## src/rtl/pixel_fetch_pipe.sv

```systemverilog
// Pipelined frame-buffer pixel fetcher: accepts (line, offset) requests, reads a fixed-latency
// pixel RAM and returns zero-filled, range-flagged pixels in order through a credit-guarded FIFO.
`timescale 1ns/1ps

module pixel_fetch_pipe #(
  parameter int H_RES      = 128,
  parameter int V_RES      = 96,
  parameter int LINE_W     = 7,
  parameter int OFF_W      = 7,
  parameter int CHANNELS   = 3,
  parameter int CH_BITS    = 1,
  parameter int MEM_LAT    = 2,
  parameter int FIFO_DEPTH = 4,
  parameter int ADDR_W     = 14
) (
  input  logic                         clk,
  input  logic                         reset,
  input  logic                         req_valid,
  output logic                         req_ready,
  input  logic [LINE_W-1:0]            req_line,
  input  logic [OFF_W-1:0]             req_offset,
  output logic                         mem_en,
  output logic [ADDR_W-1:0]            mem_addr,
  input  logic [CHANNELS*CH_BITS-1:0]  mem_rdata,
  output logic                         pix_valid,
  input  logic                         pix_ready,
  output logic [CHANNELS*CH_BITS-1:0]  pix_data,
  output logic                         pix_in_range,
  output logic                         busy,
  output logic [15:0]                  oor_count
);

  localparam int PIX_W = CHANNELS * CH_BITS;
  localparam int PTR_W = (FIFO_DEPTH > 1) ? $clog2(FIFO_DEPTH) : 1;
  localparam int CNT_W = $clog2(FIFO_DEPTH + MEM_LAT + 1) + 1;
  localparam logic [LINE_W:0] V_LIM = (LINE_W + 1)'(V_RES);
  localparam logic [OFF_W:0]  H_LIM = (OFF_W + 1)'(H_RES);

  logic               accept;
  logic               in_range;
  logic               push;
  logic               pop;
  logic [PIX_W-1:0]   push_data;
  logic [CNT_W-1:0]   inflight;
  logic [CNT_W-1:0]   fifo_count;
  logic [PTR_W-1:0]   wr_ptr;
  logic [PTR_W-1:0]   rd_ptr;
  logic [MEM_LAT-1:0] pipe_v;
  logic [MEM_LAT-1:0] pipe_r;
  logic [PIX_W:0]     fifo_mem [FIFO_DEPTH];
  logic [PIX_W:0]     head;

  // Request side: range check and address are purely combinational in the accept cycle.
  assign in_range = ({1'b0, req_line} < V_LIM) && ({1'b0, req_offset} < H_LIM);
  assign mem_addr = ADDR_W'(req_line) * ADDR_W'(H_RES) + ADDR_W'(req_offset);

  // Credit counts every slot a result could eventually occupy, so a push never finds the FIFO full.
  assign req_ready = reset && ((inflight + fifo_count) < CNT_W'(FIFO_DEPTH));
  assign accept    = req_valid & req_ready;
  assign mem_en    = accept & in_range;

  assign push      = pipe_v[MEM_LAT-1];
  assign push_data = pipe_r[MEM_LAT-1] ? mem_rdata : '0;
  assign pix_valid = (fifo_count != '0);
  assign pop       = pix_valid & pix_ready;
  assign busy      = (inflight != '0) | (fifo_count != '0);

  assign head         = fifo_mem[rd_ptr];
  assign pix_data     = pix_valid ? head[PIX_W:1] : '0;
  assign pix_in_range = pix_valid & head[0];

  // NOTE: sequential state uses non-blocking assignments so every register samples pre-edge values.
  always_ff @(posedge clk or negedge reset) begin
    if (!reset) begin
      pipe_v     <= '0;
      pipe_r     <= '0;
      inflight   <= '0;
      fifo_count <= '0;
      wr_ptr     <= '0;
      rd_ptr     <= '0;
      oor_count  <= '0;
    end else begin
      pipe_v[0] <= accept;
      pipe_r[0] <= in_range;
      for (int i = 1; i < MEM_LAT; i++) begin
        pipe_v[i] <= pipe_v[i-1];
        pipe_r[i] <= pipe_r[i-1];
      end

      inflight   <= inflight + CNT_W'(accept) - CNT_W'(push);
      fifo_count <= fifo_count + CNT_W'(push) - CNT_W'(pop);

      if (push)
        wr_ptr <= (wr_ptr == PTR_W'(FIFO_DEPTH - 1)) ? '0 : wr_ptr + 1'b1;
      if (pop)
        rd_ptr <= (rd_ptr == PTR_W'(FIFO_DEPTH - 1)) ? '0 : rd_ptr + 1'b1;

      if (accept && !in_range && oor_count != 16'hFFFF)
        oor_count <= oor_count + 16'd1;
    end
  end

  // NOTE: FIFO storage is deliberately not reset; the reset count/pointers make stale entries unreachable.
  always_ff @(posedge clk) begin
    if (push)
      fifo_mem[wr_ptr] <= {push_data, pipe_r[MEM_LAT-1]};
  end

endmodule

```

## config.mk

```make
export PLATFORM = sky130hd
export DESIGN_NAME = pixel_fetch_pipe
export DESIGN_NICKNAME = d
export VERILOG_FILES = /design/src/rtl/pixel_fetch_pipe.sv
export SDC_FILE = /design/constraint.sdc
export NUM_CORES = 1
export LEC_CHECK = 0
export ABC_AREA = 0
export CAP_MARGIN = 20
export CORE_MARGIN = 2
export CORE_UTILIZATION = 42
export DETAILED_ROUTE_END_ITERATION = 10
export DONT_BUFFER_PORTS = 1
export HOLD_SLACK_MARGIN = 0.06
export PLACE_DENSITY = 0.68
export SLEW_MARGIN = 15
export SYNTH_ARGS = -nofsm -noshare
export SYNTH_HDL_FRONTEND = slang
export SYNTH_SLANG_ARGS = --single-unit
```

## constraint.sdc

```tcl
create_clock -name clk -period 3 [get_ports clk]
set_clock_uncertainty 0.2 [all_clocks]
set_input_delay 0.45 -clock clk [delete_from_list [all_inputs] [get_ports clk]]
set_output_delay 0.45 -clock clk [all_outputs]
set_load 0.005 [all_outputs]
```

==> results.ini, run 1 <==
[finish]
diodes=0
finalNonFillerCells=279
nets=244
nFillCells=532
drive_gt1_share_pct=9.31
area_growth_pct=4.10
final_area_sq_um=2600

[synthesis]
synth_largest_area_cell=dfrtp_1
synth_commonest_cells=32 x dfrtp_1, 18 x ha_1, 16 x edfxtp_1, 16 x inv_1, 15 x nand4_1
synth.most_common_cell=dfrtp_1
dominantRegCellSynth=dfrtp_1
ys_warn_count=0
synth_cell_types=32
synthesis.area_sq_um=2500
async_flop_share_pct=66.7
syn-num-nets=250
synth-edff-count=16
postSynthAreaPerCell_sq_um=12.0
yosys-top-cells-area=dfrtp_1 32%, edfxtp_1 19%, ha_1 9.0%
syn_inst=209
seq_area_frac_synth_pct=51.3
ys_seq_elements=48
synth_top_area_share_pct=32.0

[cts]
clk_path_buf_depth=2
clkTransAtPathRegs_ns=0.09
clkLatencyLatePin_ns=0.30
postCtsSetupBuffers=0
hold_buffers=3
cts-resized-gates=0
htree_num_levels=2
cts_inserted_buffers=5
clock_sinks=48
cts_tree=done
ctsRootBufferMaster=clkbuf_8

[timing]
whs_ns=0.112
max_freq_ghz=0.374
hold_viol_final=0
setup_violations=0
period_needed_ns=2.67
rsz0062_at_grt=no
worst_pin_slew_ns=0.646
fin_crit_sh_pct=89.1
slew_headroom_pct=56.7
fin_tns_setup_ns=0
finalMaxSlewViolations=0

[pwr]
leakagePower_uw=0.00109
switching_share_pct=36.4
p_clk_share_pct=17.9
seqPwrFrac_pct=44.9
cellPowerDensity_nw_per_um2=823
power_frac_comb_pct=37.2
irDropWorstVdd_uv=407
switchingPower_uw=779
p_int_uw=1360

[critical_path]
startpoint_type=flop
crit_type=flop to output pin
r2r_cells=8
critPathMaxFanout=19
cp-end-kind=output pin
cp.required_ns=2.35
crit_arrival_ns=2.02

[drt]
vias=1493
wl_per_cell_um=15.9
routed_wirelength_mm=4.43
firstDrtPassIters=4
ant_nets=0
vias_per_cell=5.35
drc_errors=0
first_iter_violations=46

[floorplan]
chipHeight_um=81.2
start_util_pct=42.7
design.core.area_sq_um=5850
dieArea_sq_um=6590
pin_count=59
num_rows=28
die_x_um=81.2

[global_route]
antenna_found_initial=0
grt_first_pass_wirelength_mm=7.16
overflow=0
grt_pass1_vias=1541
use_met2_pct=24.6
met1_usage_pct=17.4
grt_busiest_layer=met2
grt_max_degree=33
met3_usage_pct=4.22
grtUsageTotal_pct=14.5

[worst_hold_path]
min_delay_path_depth=1
hold_path_class=input pin to flop

[place]
place_inst=267
hpwl_mm=3.21
port_buffers=0
routabilityCongestion=0.862
place_area_sq_um=2460

[status]
status=finished, final reports clean

[run]
drv_cap=0

## power by group through the flow
stage / clock network [uW] / registers (uW) / logic [uW]
final: 383 / 961 / 797
after floorplan: 0 / 924 / 712
after global routing: 423 / 987 / 932
after CTS: 397 / 965 / 816
after global placement: 0 / 970 / 755
after detailed placement: 0 / 977 / 796
## placed cells by master (no fill, tap or decap), types with 2 or more instances in the layout
| cell type | netlist | routed |
|---|---|---|
| a21o_1 | 3 | 3 |
| a21oi_1 | 4 | 4 |
| a31oi_1 | 3 | 3 |
| and2_1 | 14 | 14 |
| and3_1 | 5 | 5 |
| clkbuf_8 | 1 | 5 |
| dfrtp_1 | 32 | 32 |
| dlygate4sd3_1 | 0 | 3 |
| edfxtp_1 | 16 | 16 |
| fa_1 | 2 | 2 |
| ha_1 | 18 | 18 |
| inv_1 | 16 | 16 |
| mux2_2 | 5 | 5 |
| mux4_2 | 4 | 4 |
| nand2_1 | 9 | 9 |
| nand3_1 | 7 | 7 |
| nand4_1 | 15 | 15 |
| nor2_1 | 7 | 7 |
| nor3_1 | 3 | 3 |
| o21ai_0 | 3 | 3 |
| xnor2_1 | 11 | 11 |
| xor2_1 | 6 | 6 |
## cells by family after synthesis
| kind of cell | count (synthesis) | synth area share (%) |
|---|---|---|
| DFF | 48 | 51.3 |
| xor gates and xnor gates | 17 | 5.96 |
| and+or+nand+nor | 66 | 14.7 |
| buffers and inverters | 34 | 7.91 |
| AOI/OAI and AO/OA | 15 | 3.70 |
| adders and majority gates | 20 | 10.6 |
| muxes | 9 | 5.86 |
## worst max-delay path, cell delays in order (launching register included)
cell     delay (ns)
dfrtp_1        0.39
ha_1           0.34
a21oi_1        0.20
a21oi_1        0.09
and4b_1        0.26
buf_4          0.24
and3_1         0.21
## metal layers
layer  wire [um]  share of wire, %  vias to the layer above
met2        2130                48                       52
met4          48               1.1                        0
met1        1910                43                      726
met5           0                 0                        -
met3         331               7.5                        5
li1            -                 -                      710
## registers in the layout (all words and copies together), names as in the netlist
| register | count |
|---|---|
| fifo_count | 4 |
| fifo_mem | 16 |
| inflight | 4 |
| oor_count | 16 |
| pipe_r | 2 |
| pipe_v | 2 |
| rd_ptr | 2 |
| wr_ptr | 2 |
## worst paths after layout
kind / from / endpoint / slack [ns]
max reg2reg: inflight[2] / inflight[2] / 0.54
min reg2reg: pipe_v[0] / pipe_v[1] / 0.16
max: inflight[2] / mem_en / 0.33
min in group asynchronous: reset / oor_count[9] / 0.40
min: req_valid / pipe_v[0] / 0.11
max in group asynchronous: reset / pipe_v[1] / 2.03
## per-stage QoR
stage	total power (uW)	setup slack, ns	utilization, %
2_1_floorplan	1640	0.355	-
3_3_place_gp	1730	0.545	42.1
3_5_place_dp	1770	0.543	42.1
4_1_cts	2180	0.321	44.3
5_1_grt	2340	0.172	44.5
6_report	2140	0.327	44.5
## final cells by class
type	instances	area, sq um	area share, %
flip-flops and latches	48	1280	49.2
multi-input cells	127	1020	39.2
well taps	75	93.8	3.61
clock buffers	6	72.6	2.79
inverters	16	60.1	2.31
repair buffers	5	57.6	2.21
clock inverters	2	16.3	0.625
Note: power is estimated with default switching activity, not from simulation.
==> inputs of run 2 (changes only) <==
--- a/config.mk
+++ b/config.mk
@@ -8,11 +8,11 @@
 export ABC_AREA = 0
 export CAP_MARGIN = 20
 export CORE_MARGIN = 2
-export CORE_UTILIZATION = 42
+export CORE_UTILIZATION = 39
 export DETAILED_ROUTE_END_ITERATION = 10
 export DONT_BUFFER_PORTS = 1
 export HOLD_SLACK_MARGIN = 0.06
-export PLACE_DENSITY = 0.68
+export PLACE_DENSITY = 0.65
 export SLEW_MARGIN = 15
 export SYNTH_ARGS = -nofsm -noshare
 export SYNTH_HDL_FRONTEND = slang
==> run 2 against run 1 <==
  * Flip-flop and latch count is the same
  * Global-route usage shrank 2.1 points
  * Register-to-register slack lost 0.02 ns
  * Setup slack lost 0.0072 ns
==> results.ini, run 2 (synthesis gave the netlist of run 1 again) <==
[critical_path]
crit_type=flop to output pin
reg2reg_setup_slack_ns=0.52
cp-end-kind=output pin
critPathMaxFanout=19
cp.required_ns=2.35
crit_arrival_ns=2.03
r2r_cells=11
startpoint_type=flop

[pwr]
leakagePower_uw=0.00108
irDropWorstVdd_uv=411
cellPowerDensity_nw_per_um2=816
power.total_uw=2100

[drt]
firstDrtPassIters=4
vias_per_cell=5.25
routed_wirelength_mm=4.15
drc_errors=0
wl_per_cell_um=14.9
first_iter_violations=38
vias=1466
ant_nets=0

[timing]
setup_violations=0
fin_tns_setup_ns=0
hold_viol_final=0
max_freq_ghz=0.373
worst_pin_slew_ns=0.583
rsz0062_at_grt=no
finalMaxSlewViolations=0
fin_ws_ns=0.320
slew_headroom_pct=61.0
period_needed_ns=2.68
whs_ns=0.0799
fin_crit_sh_pct=89.3

[global_route]
overflow=0
grtUsageTotal_pct=12.4
grt_pass1_vias=1476
grt_max_degree=33
grt_first_pass_wirelength_mm=6.99
antenna_found_initial=0

[floorplan]
num_rows=29
chipHeight_um=84.1
start_util_pct=39.8
pin_count=59
die_x_um=84.1
dieArea_sq_um=7070
design.core.area_sq_um=6280

[cts]
cts_inserted_buffers=5
clock_sinks=48
postCtsSetupBuffers=0
clkLatencyLatePin_ns=0.29
clkTransAtPathRegs_ns=0.08
htree_num_levels=2
cts-resized-gates=0
ctsRootBufferMaster=clkbuf_8
cts_tree=done
clk_path_buf_depth=2

[finish]
multi_input_area_sq_um=1020
nFillCells=593
largestRegisters=fifo_mem x16, oor_count x16
nets=242
diodes=0
final_common_cell=dfrtp_1
drive_gt1_share_pct=8.42
finalNonFillerCells=279
layout_common_cells=32 x dfrtp_1, 18 x ha_1, 16 x inv_1, 16 x edfxtp_1, 15 x nand4_1
seq_area_sq_um=1280
area_growth_pct=3.05

[status]
status=finished, final reports clean

[place]
place_inst=269
routabilityCongestion=0.789
hpwl_mm=3.06
port_buffers=0
place_ws_ns=0.498

[worst_hold_path]
hold_path_class=input pin to flop
min_delay_path_depth=1

[run]
drv_cap=0

==> run 2: cell types whose count changed in the layout (fill, tap and decap cells not counted) <==
cell and delta:
clkinv_1 +2, dlygate4sd3_1 -2, clkinv_4 -1, clkinvlp_4 -1
==> run 2: layout make-up <==
| type | count | area share [%] |
|---|---|---|
| Clock buffer | 6 | 2.82 |
| Clock inverter | 2 | 0.291 |
| Inverter | 16 | 2.33 |
| Multi-Input combinational cell | 127 | 39.6 |
| Sequential cell | 48 | 49.7 |
| Tap cell | 77 | 3.74 |
| Timing Repair Buffer | 3 | 1.46 |
==> run 2: stage by stage <==
step | util (%) | cell area [sq um]
floorplan | - | 2500
global placement | 39.3 | 2470
detailed placement | 39.3 | 2470
CTS | 41.0 | 2580
global route | 41.0 | 2580
finish | 41.0 | 2580
==> run 2: report_power, final <==
part           leakage, uW  switching [uW]  internal (uW)
sequential        0.000556             133            826
clock            0.0000403             200            159
combinational     0.000488             417            368
==> run 2: path summary, 6_finish.rpt <==
path	start	to
worst max-delay path	inflight[2]	mem_en
worst max register to register	fifo_count[2]	fifo_count[2]
max in group asynchronous	reset	oor_count[8]
min in group asynchronous	reset	oor_count[15]
worst min-delay path	req_line[5]	pipe_r[0]
worst min register to register	pipe_v[0]	pipe_v[1]
==> run 2: what timing repair did <==
action / CTS / global route
hold buffers: 2 / 0
endpoints found under the setup margin: 0 / 0
endpoints found under the hold margin: 32 / 0
==> run 2: critical path, cell delays in order, from the launching register on <==
cell	delay [ns]
dfrtp_1	0.39
ha_1	0.34
a21oi_1	0.21
a21oi_1	0.10
and4b_1	0.26
buf_4	0.23
and3_1	0.21
==> run 2: metal layers <==
layer / GRT usage [%] / wire [um]
met5: 0 / 0
met4: 3.52 / 17
met3: 4.55 / 277
met2: 18.7 / 1940
met1: 16.8 / 1910
